--- config.mk ---
export PLATFORM = sky130hd
export DESIGN_NAME = fb_scanout_reader
export DESIGN_NICKNAME = d
export VERILOG_FILES = /design/src/rtl/vga_pkg.sv /design/src/rtl/vga_timing_gen.sv /design/src/rtl/fb_scanout_reader.sv
export SDC_FILE = /design/constraint.sdc
export NUM_CORES = 1
export LEC_CHECK = 0
export ABC_CLOCK_PERIOD_IN_PS = 1800
export BUFFER_PORTS_ARGS = -buffer_cell sky130_fd_sc_hd__buf_2
export CORE_MARGIN = 3
export CORE_UTILIZATION = 52
export DETAILED_ROUTE_END_ITERATION = 12
export MAX_ROUTING_LAYER = met4
export PLACE_DENSITY = 0.81
export SYNTH_ARGS = -nofsm -noshare
export SYNTH_HDL_FRONTEND = slang
export SYNTH_SLANG_ARGS = --single-unit
--- constraint.sdc ---
create_clock -name i_clk -period 1.8 [get_ports i_clk]
set_clock_uncertainty 0.05 [all_clocks]
set_input_delay 0.09 -clock i_clk [delete_from_list [all_inputs] [get_ports i_clk]]
set_output_delay 0.09 -clock i_clk [all_outputs]
set_load 0.005 [all_outputs]
--- src/rtl/vga_pkg.sv ---
// Shared 640x480 VGA timing constants, framebuffer geometry and pixel helpers
// for the framebuffer scan-out path.
package vga_pkg;

    localparam int unsigned VGA_CLK_DIV  = 2;
    localparam int unsigned VGA_H_ACTIVE = 640;
    localparam int unsigned VGA_H_FP     = 16;
    localparam int unsigned VGA_H_SYNC   = 96;
    localparam int unsigned VGA_H_BP     = 48;
    localparam int unsigned VGA_V_ACTIVE = 480;
    localparam int unsigned VGA_V_FP     = 10;
    localparam int unsigned VGA_V_SYNC   = 2;
    localparam int unsigned VGA_V_BP     = 33;
    localparam int unsigned VGA_FB_W     = 320;
    localparam int unsigned VGA_FB_H     = 240;
    localparam int unsigned VGA_ADDR_W   = 17;
    localparam int unsigned VGA_RD_LAT   = 1;

    typedef logic [2:0]            pixel_t;
    typedef logic [VGA_ADDR_W-1:0] fb_addr_t;

    // {R,G,B} bits each widen to a full-scale 4-bit channel
    function automatic logic [11:0] pixel_to_rgb12(input pixel_t p);
        return {{4{p[2]}}, {4{p[1]}}, {4{p[0]}}};
    endfunction

endpackage

--- src/rtl/vga_timing_gen.sv ---
// Pixel-tick divider and h/v raster counters producing raw (undelayed)
// sync, active-area and frame-start indications.
module vga_timing_gen
    import vga_pkg::*;
#(
    parameter int unsigned CLK_DIV  = VGA_CLK_DIV,
    parameter int unsigned H_ACTIVE = VGA_H_ACTIVE,
    parameter int unsigned H_FP     = VGA_H_FP,
    parameter int unsigned H_SYNC   = VGA_H_SYNC,
    parameter int unsigned H_BP     = VGA_H_BP,
    parameter int unsigned V_ACTIVE = VGA_V_ACTIVE,
    parameter int unsigned V_FP     = VGA_V_FP,
    parameter int unsigned V_SYNC   = VGA_V_SYNC,
    parameter int unsigned V_BP     = VGA_V_BP,
    localparam int unsigned HW = $clog2(H_ACTIVE + H_FP + H_SYNC + H_BP),
    localparam int unsigned VW = $clog2(V_ACTIVE + V_FP + V_SYNC + V_BP)
) (
    input  logic          i_clk,
    input  logic          reset,
    output logic          o_tick,
    output logic [HW-1:0] o_h,
    output logic [VW-1:0] o_v,
    output logic          o_hs_n,
    output logic          o_vs_n,
    output logic          o_active,
    output logic          o_frame_start
);

    localparam int unsigned H_TOTAL = H_ACTIVE + H_FP + H_SYNC + H_BP;
    localparam int unsigned V_TOTAL = V_ACTIVE + V_FP + V_SYNC + V_BP;
    localparam int unsigned DW      = (CLK_DIV > 1) ? $clog2(CLK_DIV) : 1;

    localparam logic [DW-1:0] DIV_LAST = DW'(CLK_DIV - 1);
    localparam logic [HW-1:0] H_LAST   = HW'(H_TOTAL - 1);
    localparam logic [HW-1:0] H_ACT    = HW'(H_ACTIVE);
    localparam logic [HW-1:0] HS_BEG   = HW'(H_ACTIVE + H_FP);
    localparam logic [HW-1:0] HS_END   = HW'(H_ACTIVE + H_FP + H_SYNC);
    localparam logic [VW-1:0] V_LAST   = VW'(V_TOTAL - 1);
    localparam logic [VW-1:0] V_ACT    = VW'(V_ACTIVE);
    localparam logic [VW-1:0] VS_BEG   = VW'(V_ACTIVE + V_FP);
    localparam logic [VW-1:0] VS_END   = VW'(V_ACTIVE + V_FP + V_SYNC);

    logic [DW-1:0] r_div;
    logic [HW-1:0] r_h;
    logic [VW-1:0] r_v;
    logic          r_frame_start;
    logic          w_tick;

    assign w_tick = (r_div == DIV_LAST);

    always_ff @(posedge i_clk) begin
        if (reset) begin
            r_div         <= '0;
            r_h           <= '0;
            r_v           <= '0;
            r_frame_start <= 1'b0;
        end else begin
            r_frame_start <= w_tick && (r_h == '0) && (r_v == '0);
            if (w_tick) begin
                r_div <= '0;
                if (r_h == H_LAST) begin
                    r_h <= '0;
                    r_v <= (r_v == V_LAST) ? '0 : r_v + VW'(1);
                end else begin
                    r_h <= r_h + HW'(1);
                end
            end else begin
                r_div <= r_div + DW'(1);
            end
        end
    end

    assign o_tick        = w_tick;
    assign o_h           = r_h;
    assign o_v           = r_v;
    assign o_hs_n        = !((r_h >= HS_BEG) && (r_h < HS_END));
    assign o_vs_n        = !((r_v >= VS_BEG) && (r_v < VS_END));
    assign o_active      = (r_h < H_ACT) && (r_v < V_ACT);
    assign o_frame_start = r_frame_start;

endmodule

--- src/rtl/fb_scanout_reader.sv ---
// Framebuffer scan-out: 2x2-doubled read addressing, double-buffer swap at
// vertical blank, and a two-tick read pipeline feeding sync-aligned VGA colour.
module fb_scanout_reader
    import vga_pkg::*;
#(
    parameter int unsigned CLK_DIV  = VGA_CLK_DIV,
    parameter int unsigned H_ACTIVE = VGA_H_ACTIVE,
    parameter int unsigned H_FP     = VGA_H_FP,
    parameter int unsigned H_SYNC   = VGA_H_SYNC,
    parameter int unsigned H_BP     = VGA_H_BP,
    parameter int unsigned V_ACTIVE = VGA_V_ACTIVE,
    parameter int unsigned V_FP     = VGA_V_FP,
    parameter int unsigned V_SYNC   = VGA_V_SYNC,
    parameter int unsigned V_BP     = VGA_V_BP,
    parameter int unsigned FB_W     = VGA_FB_W,
    parameter int unsigned FB_H     = VGA_FB_H,
    parameter int unsigned ADDR_W   = VGA_ADDR_W,
    parameter int unsigned RD_LAT   = VGA_RD_LAT
) (
    input  logic              i_clk,
    input  logic              reset,
    output logic [ADDR_W-1:0] o_rd_addr,
    output logic              o_rd_en,
    input  logic [2:0]        i_rd_data,
    output logic              o_buf_sel,
    input  logic              i_swap_req,
    output logic              o_swap_ack,
    output logic              o_frame_start,
    output logic              o_vga_hs,
    output logic              o_vga_vs,
    output logic [3:0]        o_vga_r,
    output logic [3:0]        o_vga_g,
    output logic [3:0]        o_vga_b
);

    localparam int unsigned H_TOTAL = H_ACTIVE + H_FP + H_SYNC + H_BP;
    localparam int unsigned V_TOTAL = V_ACTIVE + V_FP + V_SYNC + V_BP;
    localparam int unsigned HW      = $clog2(H_TOTAL);
    localparam int unsigned VW      = $clog2(V_TOTAL);

    localparam logic [HW-1:0] H_LAST = HW'(H_TOTAL - 1);
    localparam logic [VW-1:0] V_LAST = VW'(V_TOTAL - 1);
    localparam logic [VW-1:0] V_ACT  = VW'(V_ACTIVE);

    if (RD_LAT >= CLK_DIV) begin : g_bad_rd_lat
        $error("fb_scanout_reader: RD_LAT must be smaller than CLK_DIV");
    end
    if ((2 * FB_W != H_ACTIVE) || (2 * FB_H != V_ACTIVE)) begin : g_bad_fb_dims
        $error("fb_scanout_reader: framebuffer must be half the active raster");
    end

    logic          w_tick;
    logic [HW-1:0] w_h;
    logic [VW-1:0] w_v;
    logic          w_hs_n;
    logic          w_vs_n;
    logic          w_active;
    logic          w_frame_start;
    logic          w_swap_now;

    vga_timing_gen #(
        .CLK_DIV  (CLK_DIV),
        .H_ACTIVE (H_ACTIVE),
        .H_FP     (H_FP),
        .H_SYNC   (H_SYNC),
        .H_BP     (H_BP),
        .V_ACTIVE (V_ACTIVE),
        .V_FP     (V_FP),
        .V_SYNC   (V_SYNC),
        .V_BP     (V_BP)
    ) u_timing (
        .i_clk         (i_clk),
        .reset         (reset),
        .o_tick        (w_tick),
        .o_h           (w_h),
        .o_v           (w_v),
        .o_hs_n        (w_hs_n),
        .o_vs_n        (w_vs_n),
        .o_active      (w_active),
        .o_frame_start (w_frame_start)
    );

    logic [ADDR_W-1:0] r_row_base;
    logic [ADDR_W-1:0] r_rd_addr;
    logic              r_rd_en;
    logic              r_buf_sel;
    logic              r_swap_ack;
    logic              r_hs_a, r_vs_a, r_act_a;
    logic              r_hs_b, r_vs_b, r_act_b;
    pixel_t            r_pix;
    logic [11:0]       r_rgb;
    logic              r_hs_o, r_vs_o;

    // First tick of the first blanking line: the only point a swap may land
    assign w_swap_now = w_tick && (w_h == '0) && (w_v == V_ACT) && i_swap_req;

    always_ff @(posedge i_clk) begin
        if (reset) begin
            r_row_base <= '0;
            r_rd_addr  <= '0;
            r_rd_en    <= 1'b0;
            r_buf_sel  <= 1'b0;
            r_swap_ack <= 1'b0;
            r_hs_a     <= 1'b1;
            r_vs_a     <= 1'b1;
            r_act_a    <= 1'b0;
            r_hs_b     <= 1'b1;
            r_vs_b     <= 1'b1;
            r_act_b    <= 1'b0;
            r_pix      <= '0;
            r_rgb      <= '0;
            r_hs_o     <= 1'b1;
            r_vs_o     <= 1'b1;
        end else begin
            r_rd_en    <= w_tick && w_active;
            r_swap_ack <= w_swap_now;
            if (w_swap_now) begin
                r_buf_sel <= ~r_buf_sel;
            end
            if (w_tick) begin
                // Each framebuffer row covers two raster lines, so advance after odd lines
                if (w_h == H_LAST) begin
                    if (w_v == V_LAST) begin
                        r_row_base <= '0;
                    end else if (w_v[0] && (w_v < V_ACT)) begin
                        r_row_base <= r_row_base + ADDR_W'(FB_W);
                    end
                end
                if (w_active) begin
                    r_rd_addr <= r_row_base + ADDR_W'(w_h >> 1);
                end
                r_hs_a  <= w_hs_n;
                r_vs_a  <= w_vs_n;
                r_act_a <= w_active;
                r_pix   <= i_rd_data;
                r_hs_b  <= r_hs_a;
                r_vs_b  <= r_vs_a;
                r_act_b <= r_act_a;
                r_rgb   <= r_act_b ? pixel_to_rgb12(r_pix) : '0;
                r_hs_o  <= r_hs_b;
                r_vs_o  <= r_vs_b;
            end
        end
    end

    assign o_rd_addr     = r_rd_addr;
    assign o_rd_en       = r_rd_en;
    assign o_buf_sel     = r_buf_sel;
    assign o_swap_ack    = r_swap_ack;
    assign o_frame_start = w_frame_start;
    assign o_vga_hs      = r_hs_o;
    assign o_vga_vs      = r_vs_o;
    assign o_vga_r       = r_rgb[11:8];
    assign o_vga_g       = r_rgb[7:4];
    assign o_vga_b       = r_rgb[3:0];

endmodule

==> metrics.yaml, run 1 <==
timing:
  setup_viol_count_final: 0
  max_slew_margin_pct: 70.3
  maxClockFrequency_mhz: 571
  tightestPinTransition_ps: 444
  hold_viol_final: 0
  finalWorstPathRequiredPeriod_ps: 1750
  fin_tns_setup_ps: 0
  period_share_pct: 97.2
  slew_viol_final: 0
clock_network:
  cts_root_buffer: "clkbuf_8"
  cts_htree_levels: 3
  tritoncts: "built"
  tritoncts.num_buffers: 9
  maximum_root_to_sink_buffer_count: 2
  clock_sinks: 67
  worst_skew_pair.late_latency_ps: 340
  path_clk_slew_ps: 70
finish:
  antenna_cells_inserted: 0
  core_utilization_of_the_finished_layout_pct: 67.6
  num-nets-final: 422
  layout_area_overhead_pct: 22.6
  final_layout_size_suffix_gt1_share_pct: 27.4
  post-route-cell-area_mm2: 0.00384
logic_synthesis:
  post_synth_instance_area_mm2: 0.00313
  async_flop_share_pct: 0
  syn_area_per_cell_um2: 8.86
  postSynth.topFlopCell: "dfxtp_1"
  postSynthNetCount: 367
  yosysWarningCount: 0
  synth-edff-count: 0
  synth_seq_cells: 67
  synth.distinct_cells: 45
  postSynthCellCount: 353
  ys_seq_area_share_pct: 42.9
floorplanning:
  fp.dieArea_mm2: 0.00698
  rows: 27
  fp.dieH_um: 83.6
  die_width_um: 83.6
  io-pin-count: 41
  core_area_mm2: 0.00568
  initial_utilization_pct: 55.1
hold_path:
  whs_path_depth: 2
  hp-class: "input port to register"
critical_path:
  worst-setup-path-type: "register to register"
  critPathArrivalTime_ps: 1930
  reg2regPathDepth: 7
  critPathMaxFanout: 5
  setup.worst_path.start_class: "register"
  critical_path_required_ps: 1980
  setup.worst_path.end_class: "register"
placed_design:
  placed_cell_area_mm2: 0.00347
  place.port_buffers: 40
  gpl.final_weighted_congestion: 0.833
  hpwlAfterDp_um: 4460
global_routing:
  grt_max_degree: 29
  grtUsageTotal_pct: 18.5
  grt_pass1_vias: 2411
  global_route.overflow_total: 0
  grt_antenna_before_repair: 0
  grt_first_pass_wirelength_um: 10500
routing:
  drt-total-wl_um: 6730
  detailroute.via_count: 2664
  drt-initial-drc-count: 247
  detail_route.drc_violations: 0
  drt-pass1-iter-count: 4
  ant_nets: 0
  vias_per_cell: 5.49
  wl_per_cell_um: 13.9
flow_run:
  number_of_violations_of_the_max_capacitance_limit: 0
pwr:
  power.total_w: 0.00294
  power_per_cell_area_mw_per_mm2: 766
  vdd_ir_drop_max_mv: 0.529
  p_leak_nw: 1.55
run_status:
  run_status: "finished, final reports clean"
-- stage by stage --
stage          instances  setup slack [ps]  hold slack (ps)
5_1_grt              485             -10.6              130
3_5_place_dp         459             -20.8              297
3_3_place_gp         459              50.7              280
6_report             485              50.1              122
2_1_floorplan        353              65.1              187
4_1_cts              480             -9.12              108
-- flip-flops by register name, indices dropped and copies added (netlist names), 3 cells and up --
name / count
u_timing.o_v: 10
r_rgb: 3
u_timing.o_h: 10
r_row_base: 11
r_pix: 3
o_rd_addr: 17
-- per-layer routing --
| layer | global-route usage, % | share of wire (%) | up-vias |
|---|---|---|---|
| met4 | 7.46 | 1.4 | 0 |
| met2 | 28.7 | 47 | 83 |
| met3 | 4.74 | 4.9 | 7 |
| met5 | - | 0 | - |
| met1 | 23.1 | 46 | 1246 |
| li1 | - | - | 1328 |
-- synth_stat cells (5+ instances only) --
cell | number | share of area [%]
nand2_1 | 33 | 4.0
ha_1 | 8 | 3.2
buf_2 | 8 | 1.3
xnor2_1 | 15 | 4.2
and3_1 | 7 | 1.4
clkbuf_1 | 10 | 1.2
nor2b_1 | 10 | 2.0
xor2_1 | 20 | 5.6
nor3_1 | 14 | 2.2
nor4_1 | 5 | 1.0
a21oi_1 | 17 | 2.7
nand3_1 | 8 | 1.3
buf_4 | 10 | 2.4
dfxtp_1 | 67 | 43
mux2i_1 | 5 | 1.6
inv_1 | 5 | 0.60
nor2_1 | 34 | 4.1
o2111ai_1 | 6 | 1.7
nand4_1 | 9 | 1.8
a211oi_1 | 7 | 1.7
nor2_2 | 6 | 1.2
-- cells in the final DEF, fill, tap and decap left out, types with 7 or more instances in the layout --
master    instances
xor2_1           20
nor3_1           12
xnor2_1          15
buf_4            31
nor2_1           34
nand4_1           9
a21oi_1          16
buf_2            40
a211oi_1          7
dfxtp_1          66
nand2_1          33
clkbuf_8         10
nand3_1           8
nor2b_1          10
-- final timing paths --
check,end,slack (ps),start
min reg2reg,o_rd_addr[2]$_SDFFE_PP0P_,400,o_rd_addr[2]$_SDFFE_PP0P_
max,u_timing.o_v[7]$_SDFFE_PP0P_,50,u_timing.o_h[0]$_SDFFE_PP0P_
max reg2reg,u_timing.o_v[7]$_SDFFE_PP0P_,50,u_timing.o_h[0]$_SDFFE_PP0P_
min,r_pix[1]$_SDFFE_PP0P_,120,reset
-- what timing repair did --
action	CTS	global route
pin swaps	1	5
resized for setup	1	15
setup buffers	1	4
hold buffers	4	0
gates cloned	0	1
setup endpoints to repair	5	24
endpoints found under the hold margin	4	0
-- logic make-up after synthesis --
family / synth area share, %
simple gates: 25.3
mux: 1.60
flops: 42.9
compound gates: 10.6
xor+xnor: 9.80
fa+ha+maj: 3.20
buf+inv: 6.68
-- area by class of cell --
type	count	area, um^2
sequential	67	1340
tap	72	90.1
inverter	5	18.8
clock inverter	5	52.6
clock buffer	11	141
multi-input combinational	248	1680
timing repair buffer	77	513
fill	424	1840
-- worst max-delay path, stage by stage, from the launching register on --
cell     delay, ps
dfxtp_1        340
ha_1           170
and3_2         230
nand4_1        120
buf_4          200
nor4_2         340
xnor2_1        160
nor2_1          50
-- where the power goes --
group / total, W / leakage (nW) / switching [W] / internal (W)
clock: 0.00122 / 0.0991 / 0.000548 / 0.000670
combinational: 0.000185 / 0.911 / 0.000101 / 0.0000839
sequential: 0.00153 / 0.544 / 0.0000173 / 0.00152
(Power assumes the default switching activity.)
==> run 2, diff against run 1 <==
- MAX_ROUTING_LAYER: met4 -> unset
==> run 2 against run 1 <==
Compared with the run above: hold slack got worse by 3.5 ps; utilization stayed put; sequential power about the same; non-clock buffer count unchanged; power shrank 0.13%; combinational power barely moved; first-iteration DRC count shrank 14%; largest power group unchanged.
==> metrics.yaml, run 2 (same netlist as run 1, synthesis figures left out) <==
run_status:
  run_status: "finished, final reports clean"
routing:
  drt-pass1-iter-count: 4  # unchanged
  vias_per_cell: 5.49  # about the same
  wl_per_cell_um: 13.8  # -0.27%
  drt-total-wl_um: 6710  # -0.27%
  detail_route.drc_violations: 0  # unchanged
  drt-initial-drc-count: 212  # -14%
  detailroute.via_count: 2665  # +0.038%
  ant_nets: 0  # unchanged
global_routing:
  global_route.overflow_total: 0  # unchanged
  grt_antenna_before_repair: 0  # unchanged
  use_met1_pct: 23.0  # -0.12 points
  global_routing_s_busiest_layer: "met2"
  grt_pass1_vias: 2413  # +0.083%
  met3_usage_pct: 5.03  # +0.30 points
  global_route.usage.met2_pct: 28.8  # +0.072 points
  grtUsageTotal_pct: 18.1  # -0.46 points
  grt_max_degree: 29  # unchanged
  grt_first_pass_wirelength_um: 10400  # -0.20%
floorplanning:
  core_area_mm2: 0.00568  # unchanged
  fp.dieH_um: 83.6  # unchanged
  fp.dieArea_mm2: 0.00698  # unchanged
  die_width_um: 83.6  # unchanged
  io-pin-count: 41  # unchanged
  rows: 27  # unchanged
  initial_utilization_pct: 55.1  # unchanged
finish:
  area.sequential_mm2: 0.00134  # unchanged
  final_layout_size_suffix_gt1_share_pct: 27.4  # unchanged
  final_cell_mix: "dfxtp_1 (66), buf_2 (40), nor2_1 (34)"
  multi_input_gate_area_mm2: 0.00168  # unchanged
  largest_reg_flops: 17  # unchanged
  stdcell_count: 485  # unchanged
  final_common_cell: "dfxtp_1"
  layout_area_overhead_pct: 22.6  # unchanged
  n_fill_cell: 424  # unchanged
  post-route-cell-area_mm2: 0.00384  # unchanged
  num-nets-final: 422  # unchanged
  antenna_cells_inserted: 0  # unchanged
timing:
  max_slew_margin_pct: 70.5  # +0.20 points
  fin_tns_setup_ps: 0  # unchanged
  slew_viol_final: 0  # unchanged
  period_share_pct: 96.9  # -0.34 points
  postLayoutSetupSlackWorst_ps: 56.2  # +6.04 ps
  setup_viol_count_final: 0  # unchanged
  maxClockFrequency_mhz: 573  # +0.35%
  finalWorstPathRequiredPeriod_ps: 1740  # -6.04 ps
  hold_viol_final: 0  # unchanged
  tightestPinTransition_ps: 441  # -2.97 ps
clock_network:
  maximum_root_to_sink_buffer_count: 2  # unchanged
  cts_root_buffer: "clkbuf_8"
  path_clk_slew_ps: 70  # about the same
  clock_sinks: 67  # unchanged
  tritoncts.num_buffers: 9  # unchanged
  cts_htree_levels: 3  # unchanged
  worst_skew_pair.late_latency_ps: 340  # about the same
  tritoncts: "built"
placed_design:
  gpl.final_weighted_congestion: 0.820  # -1.5%
  post_placement_worst_setup_slack_ps: -20.8  # unchanged
  hpwlAfterDp_um: 4460  # unchanged
  placed_cell_area_mm2: 0.00347  # unchanged
  place.port_buffers: 40  # unchanged
  dp_cells: 459  # unchanged
critical_path:
  critical_path.max_stage_delay_ps: 340  # about the same
  crit_path_cell_trace: "ha_1 -> and3_2 -> nand4_1 -> buf_4 -> nor4_2 -> xnor2_1 -> nor2_1"
  critPathMaxFanout: 5  # unchanged
  worst-setup-path-type: "register to register"
  setup.worst_path.end_class: "register"
  worst_setup_path_startpoint: "u_timing.o_h[0]$_SDFFE_PP0P_"
  reg2reg_from: "u_timing.o_h[0]$_SDFFE_PP0P_"
  critical_path_required_ps: 1980  # about the same
  crit_slowest_cell: "dfxtp_1"
  setup.worst_path.start_class: "register"
  crit_buf_inv: 1  # unchanged
  critical-path-top-delay-family: "simple AND/OR/NAND/NOR gates"
  critPathArrivalTime_ps: 1930  # about the same
hold_path:
  hold_path.startpoint: "reset"
  hp-class: "input port to register"
pwr:
  comb_power_share_pct: 6.3  # about the same
  power_per_cell_area_mw_per_mm2: 765  # -0.13%
  power_frac_seq_pct: 52.3  # about the same
  p_leak_nw: 1.55  # unchanged
  vdd_ir_drop_max_mv: 0.526  # -0.65%
  power.total_w: 0.00293  # -0.13%
  clock_power_share_pct: 41.4  # about the same
  intPower_w: 0.00227  # about the same
  switching_share_pct: 22.6  # -0.11 points
  power_switching_w: 0.000662  # -0.60%
flow_run:
  number_of_violations_of_the_max_capacitance_limit: 0  # unchanged
==> run 2: cell counts in the layout (fill, tap and decap cells not counted) <==
No cell type changed its count.
==> run 2: per-stage QoR <==
stage / hold WS [ps] / util, %
2_1_floorplan: 187 / -
3_3_place_gp: 280 / 61.1
3_5_place_dp: 297 / 61.1
4_1_cts: 108 / 65.5
5_1_grt: 130 / 67.6
6_report: 118 / 67.6
==> run 2: what timing repair did <==
action                                  4_1_cts  5_1_grt
resized for setup                             1       15
buffers inserted                              1        4
gates cloned                                  0        1
endpoints found under the setup margin        5       24
endpoints found under the hold margin         4        0
pin swaps                                     1        5
hold buffers                                  4        0
==> run 2: power by group through the flow <==
stage | sequential (W) | clock [W] | combinational [W]
after floorplan | 0.00157 | 0 | 0.000108
after global placement | 0.00157 | 0 | 0.000168
after detailed placement | 0.00157 | 0 | 0.000173
after CTS | 0.00153 | 0.00124 | 0.000180
after global routing | 0.00154 | 0.00132 | 0.000205
final | 0.00153 | 0.00121 | 0.000184
==> run 2: final timing paths <==
path                                   to  slack [ps]  depth (start not counted)
max          u_timing.o_v[7]$_SDFFE_PP0P_          60                          7
min                 r_pix[2]$_SDFFE_PP0P_         120                          2
max reg2reg  u_timing.o_v[7]$_SDFFE_PP0P_          60                          7
min reg2reg     o_rd_addr[2]$_SDFFE_PP0P_         400                          2
==> run 2: layer usage <==
metal  routed length (um)  share of wire [%]  vias up
li1                     -                  -     1321
met2                 3220                 48       76
met3                  336                5.0        6
met5                    0                  0        -
met4                   78                1.2        0
met1                 3080                 46     1262
==> run 2: final cells by class <==
class,count,area share (%)
Clock inverter,5,1.37
Clock buffer,11,3.69
Sequential cell,67,35.0
Multi-Input combinational cell,248,43.7
Inverter,5,0.489
Tap cell,72,2.35
Timing Repair Buffer,77,13.4
==> run 2: worst reg2reg max path: cells and delay by family, from the launching register on <==
family                     cells  cell delay (ps)
adders and majority gates      1              170
and+or+nand+nor                4              730
buffers and inverters          1              190
xor gates and xnor gates       1              160
DFF                            1              340
